$ cat config.mk
export PLATFORM = sky130hd
export DESIGN_NAME = ft245_sync_device
export DESIGN_NICKNAME = d
export VERILOG_FILES = /design/src/rtl/ft245_sync_device.sv
export SDC_FILE = /design/constraint.sdc
export NUM_CORES = 1
export LEC_CHECK = 0
export BUFFER_PORTS_ARGS = -buffer_cell sky130_fd_sc_hd__buf_2
export CORE_MARGIN = 4
export CORE_UTILIZATION = 45
export CTS_CLUSTER_SIZE = 8
export DETAILED_ROUTE_END_ITERATION = 10
export HOLD_SLACK_MARGIN = 0.08
export PLACE_DENSITY = 0.63
export SYNTH_ARGS = -nofsm -noshare
export SYNTH_HDL_FRONTEND = slang
export SYNTH_SLANG_ARGS = --single-unit
$ cat constraint.sdc
create_clock -name ft_clkout -period 5.5 [get_ports ft_clkout]
set_clock_uncertainty 0.15 [all_clocks]
set_input_delay 0.825 -clock ft_clkout [delete_from_list [all_inputs] [get_ports ft_clkout]]
set_output_delay 0.825 -clock ft_clkout [all_outputs]
set_load 0.02 [all_outputs]
$ cat src/rtl/ft245_sync_device.sv
// Device-side FT245 synchronous FIFO model: host byte stream <-> RX/TX FIFOs <-> FPGA strobes.
// RX and TX FIFOs are show-ahead. TX bytes become visible to the host only once they are committed.
module ft245_sync_device #(
  parameter int RX_AW    = 4,
  parameter int TX_AW    = 4,
  parameter int PKT_SIZE = 8
) (
  input  logic       ft_clkout,
  input  logic       rst_n,
  input  logic       ft_oen,
  input  logic       ft_rdn,
  input  logic       ft_wrn,
  input  logic       ft_siwun,
  input  logic       ft_pwrsavn,
  input  logic [7:0] ft_data_in,
  output logic       ft_rxfn,
  output logic       ft_txen,
  output logic [7:0] ft_data_out,
  output logic       ft_data_oe,
  input  logic [7:0] host_tx_data,
  input  logic       host_tx_valid,
  output logic       host_tx_ready,
  output logic [7:0] host_rx_data,
  output logic       host_rx_valid,
  input  logic       host_rx_ready,
  output logic       proto_err
);
  localparam int RX_DEPTH = 1 << RX_AW;
  localparam int TX_DEPTH = 1 << TX_AW;
  localparam logic [TX_AW:0] PKT_THR = (TX_AW + 1)'(PKT_SIZE);

  logic [7:0] rx_mem_q [RX_DEPTH];
  logic [7:0] tx_mem_q [TX_DEPTH];

  logic [RX_AW:0] rx_wr_q, rx_wr_d, rx_rd_q, rx_rd_d;
  logic [TX_AW:0] tx_wr_q, tx_wr_d, tx_rd_q, tx_rd_d, tx_cm_q, tx_cm_d;
  logic [TX_AW:0] tx_uncommitted_d;
  logic           ft_rxfn_q, ft_rxfn_d, ft_txen_q, ft_txen_d;
  logic           proto_err_q, proto_err_d;
  logic           rx_full, rx_push, rx_pop, rx_empty_d;
  logic           tx_push, tx_pop, tx_full_d, tx_commit;

  assign ft_rxfn    = ft_rxfn_q;
  assign ft_txen    = ft_txen_q;
  assign proto_err  = proto_err_q;
  assign ft_data_oe = !ft_oen;

  // RX path: host pushes, FPGA pops.
  assign rx_full       = (rx_wr_q[RX_AW] != rx_rd_q[RX_AW]) &&
                         (rx_wr_q[RX_AW-1:0] == rx_rd_q[RX_AW-1:0]);
  assign host_tx_ready = rst_n && !rx_full;
  assign rx_push       = host_tx_valid && host_tx_ready;
  assign rx_pop        = !ft_rdn && !ft_oen && !ft_rxfn_q;
  assign rx_wr_d       = rx_wr_q + {{RX_AW{1'b0}}, rx_push};
  assign rx_rd_d       = rx_rd_q + {{RX_AW{1'b0}}, rx_pop};
  assign rx_empty_d    = (rx_wr_d == rx_rd_d);
  assign ft_data_out   = rx_mem_q[rx_rd_q[RX_AW-1:0]];

  // TX path: FPGA pushes, host pops only what lies below the commit pointer.
  assign tx_push          = !ft_wrn && !ft_txen_q;
  assign host_rx_valid    = rst_n && (tx_cm_q != tx_rd_q);
  assign host_rx_data     = tx_mem_q[tx_rd_q[TX_AW-1:0]];
  assign tx_pop           = host_rx_valid && host_rx_ready;
  assign tx_wr_d          = tx_wr_q + {{TX_AW{1'b0}}, tx_push};
  assign tx_rd_d          = tx_rd_q + {{TX_AW{1'b0}}, tx_pop};
  assign tx_full_d        = (tx_wr_d[TX_AW] != tx_rd_d[TX_AW]) &&
                            (tx_wr_d[TX_AW-1:0] == tx_rd_d[TX_AW-1:0]);
  assign tx_uncommitted_d = tx_wr_d - tx_cm_q;
  assign tx_commit        = !ft_siwun || (tx_uncommitted_d >= PKT_THR);
  assign tx_cm_d          = tx_commit ? tx_wr_d : tx_cm_q;

  // Flags reflect the post-edge occupancy; power save forces both inactive.
  assign ft_rxfn_d = rx_empty_d || !ft_pwrsavn;
  assign ft_txen_d = tx_full_d  || !ft_pwrsavn;

  assign proto_err_d = proto_err_q ||
                       (!ft_rdn && ft_oen)     ||
                       (!ft_wrn && !ft_oen)    ||
                       (!ft_rdn && !ft_wrn)    ||
                       (!ft_rdn && ft_rxfn_q)  ||
                       (!ft_wrn && ft_txen_q);

  always_ff @(posedge ft_clkout) begin
    if (rx_push) rx_mem_q[rx_wr_q[RX_AW-1:0]] <= host_tx_data;
    if (tx_push) tx_mem_q[tx_wr_q[TX_AW-1:0]] <= ft_data_in;
  end

  always_ff @(posedge ft_clkout) begin
    if (!rst_n) begin
      rx_wr_q     <= '0;
      rx_rd_q     <= '0;
      tx_wr_q     <= '0;
      tx_rd_q     <= '0;
      tx_cm_q     <= '0;
      ft_rxfn_q   <= 1'b1;
      ft_txen_q   <= 1'b1;
      proto_err_q <= 1'b0;
    end else begin
      rx_wr_q     <= rx_wr_d;
      rx_rd_q     <= rx_rd_d;
      tx_wr_q     <= tx_wr_d;
      tx_rd_q     <= tx_rd_d;
      tx_cm_q     <= tx_cm_d;
      ft_rxfn_q   <= ft_rxfn_d;
      ft_txen_q   <= ft_txen_d;
      proto_err_q <= proto_err_d;
    end
  end
endmodule

==> flow_summary.json <==
{
  "placed_cells": 925,
  "fin_crit_ns": 3.94,
  "vias": 5546,
  "ys_types": 35,
  "crit_path_max_fanout": 34,
  "numCtsBuffers": 41,
  "synth.avg_cell_area_um2": 20.5,
  "met3_usage_pct": 3.32,
  "synth-warning-count": 0,
  "cts_resized": 0,
  "fp.dieW_um": 169,
  "cp_top_family": "multiplexers",
  "start_util_pct": 45.9,
  "yosysSeqAreaShare_pct": 70.9,
  "ctsHoldBuffers": 0,
  "grt_pass1_vias": 5866,
  "multi_input_area_um2": 3120,
  "io_buffer_count": 46,
  "grt_pass1_wl_um": 35100,
  "routabilityCongestion": 0.889,
  "drc": 0,
  "cp_data_required_time_ns": 4.53,
  "grtUsageMet1_pct": 23.7,
  "slew_headroom_pct": 18.2,
  "drive_above_1_share_pct": 18.2,
  "n_antenna_cell": 0,
  "grt_overflow": 0,
  "htreeDepth": 2,
  "synthesis.area_um2": 11600,
  "die-area_um2": 28500,
  "grt_busiest_layer": "met2",
  "clkTransAtPathRegs_ns": 0.05,
  "synth-seq-cells": 284,
  "core_um2": 25300,
  "wirelength_um": 23000,
  "cp_slowest_cell": "dfxtp_2",
  "syn_nets": 605,
  "tightest_slew_ns": 1.22,
  "critPathKind": "flop to output port",
  "ff_latch_area_um2": 8250,
  "maxCapViolCount": 0,
  "grt_max_degree": 36,
  "vias_per_cell": 5.63,
  "final_util_pct": 52.3,
  "cts_tree": "done",
  "clk_path_buf_depth": 3,
  "fin_cells": 985,
  "arrival_ns": 2.96,
  "setup_viol_count_final": 0,
  "leakage_nw": 4.44,
  "final_nets": 676,
  "rsz0062_at_grt": "false",
  "ant_nets": 0,
  "use_met2_pct": 25.2,
  "powerDensity_nw_per_um2": 354,
  "drt_iter0_drc": 469,
  "rows": 58,
  "dieHeight_um": 169,
  "drtPass1Iterations": 4,
  "hold_violations": 0,
  "peakVddDrop_uv": 280,
  "tns_ns": 0,
  "async_flop_share_pct": 0,
  "synth_ff_type": "edfxtp_1",
  "finalCritPeriodShare_pct": 71.6,
  "cp-start-kind": "flop",
  "hold_class": "flop to flop",
  "synth_edf_count": 256,
  "synthCells": 567,
  "slowest_delay_ns": 1.04,
  "track_usage_pct": 16.3,
  "critPathBufInv": 1,
  "io_pins": 47,
  "area_growth_pct": 13.9,
  "cts_root_buf": "clkbuf_16",
  "post_cts_buffers": 0,
  "clkLatencyLatePin_ns": 0.50,
  "wl_per_cell_um": 23.4,
  "dp_hpwl_um": 14300,
  "antenna_found_initial": 1,
  "fill_cells": 1944,
  "status": "complete, no violations",
  "cts_sinks": 284,
  "crit_chain": "mux4_1, mux4_2, buf_2",
  "p_total_mw": 4.69,
  "cp-end-kind": "output port",
  "fmax_mhz": 254,
  "slew_viol_final": 0
}
[flip-flops by register name, summed over array words and instances (netlist names), 5 cells and up]
name      count
tx_cm_q       5
rx_rd_q       5
tx_wr_q       5
rx_wr_q       5
rx_mem_q    128
tx_rd_q       5
tx_mem_q    128
[synthesized netlist by cell type (9+ instances only)]
cell	count	area (um2)
clkbuf_1	9	33.8
dfxtp_1	28	561
edfxtp_1	256	7690
ha_1	12	150
inv_1	15	56.3
mux4_1	64	1680
mux4_2	16	360
nand2_1	15	56.3
nand3_1	10	50.1
nor2_1	37	139
nor3_1	11	55.1
xnor2_1	14	123
xor2_1	18	158
[path summary, 6_finish.rpt]
path | startpoint | to | slack (ns) | cells past startpoint
setup / recovery | tx_rd_q[0] | host_rx_data[0] | 1.56 | 3
hold / removal | proto_err | proto_err | 0.33 | 2
setup reg to reg | rx_rd_q[0] | rx_mem_q[2][4] | 2.04 | 6
hold reg to reg | proto_err | proto_err | 0.33 | 2
[worst min-delay path, delay by kind of cell, from the launching register on]
family             cells  cell delay [ns]
DFF                    1             0.33
and+or+nand+nor        1             0.07
AOI/OAI and AO/OA      1             0.05
[per-layer routing]
metal | wire, um | share of wire [%]
met1 | 10200 | 44
met3 | 1510 | 6.5
met2 | 10800 | 47
met4 | 552 | 2.4
met5 | 11 | 0.048
[cell type report]
| cell class | count | area share, % |
|---|---|---|
| Sequential cell | 284 | 62.3 |
| Multi-Input combinational cell | 241 | 23.5 |
| Clock buffer | 56 | 8.17 |
| Tap cell | 330 | 3.12 |
| Timing Repair Buffer | 55 | 2.25 |
| Inverter | 15 | 0.425 |
| Clock inverter | 4 | 0.189 |
[through the flow]
stage | setup WS [ns] | instance area, um2 | hold slack (ns)
after global routing | 1.47 | 13200 | 0.365
final | 1.56 | 13200 | 0.333
after detailed placement | 1.99 | 12100 | 0.323
after global placement | 2.07 | 12100 | 0.297
after CTS | 1.54 | 13200 | 0.338
after floorplan | 2.36 | 11600 | 0.310
[report_power, final]
group | internal (mW) | switching (mW) | total, mW
logic | 0.0603 | 0.0792 | 0.139
registers | 2.37 | 0.0168 | 2.38
clock network | 1.35 | 0.822 | 2.17
total | 3.77 | 0.918 | 4.69
[cells by family (layout without fill, tap and decap cells)]
kind of cell | Yosys count | after routing | share of synthesized area [%]
DFF | 284 | 284 | 70.9
and+or+nand+nor | 95 | 95 | 3.81
muxes | 84 | 84 | 17.9
buffers and inverters | 42 | 130 | 2.24
xor gates and xnor gates | 34 | 34 | 2.74
AOI/OAI and AO/OA | 15 | 15 | 0.904
adders and majority gates | 13 | 13 | 1.46
[placed cells by master (no fill, tap or decap), types with 12 or more instances in the layout]
master,instances
xor2_1,18
dfxtp_1,25
inv_1,15
mux4_2,16
mux4_1,64
ha_1,12
xnor2_1,14
edfxtp_1,256
buf_2,46
clkbuf_1,15
nor2_1,37
clkbuf_16,41
nand2_1,15
Power figures use the tool's default switching activity.
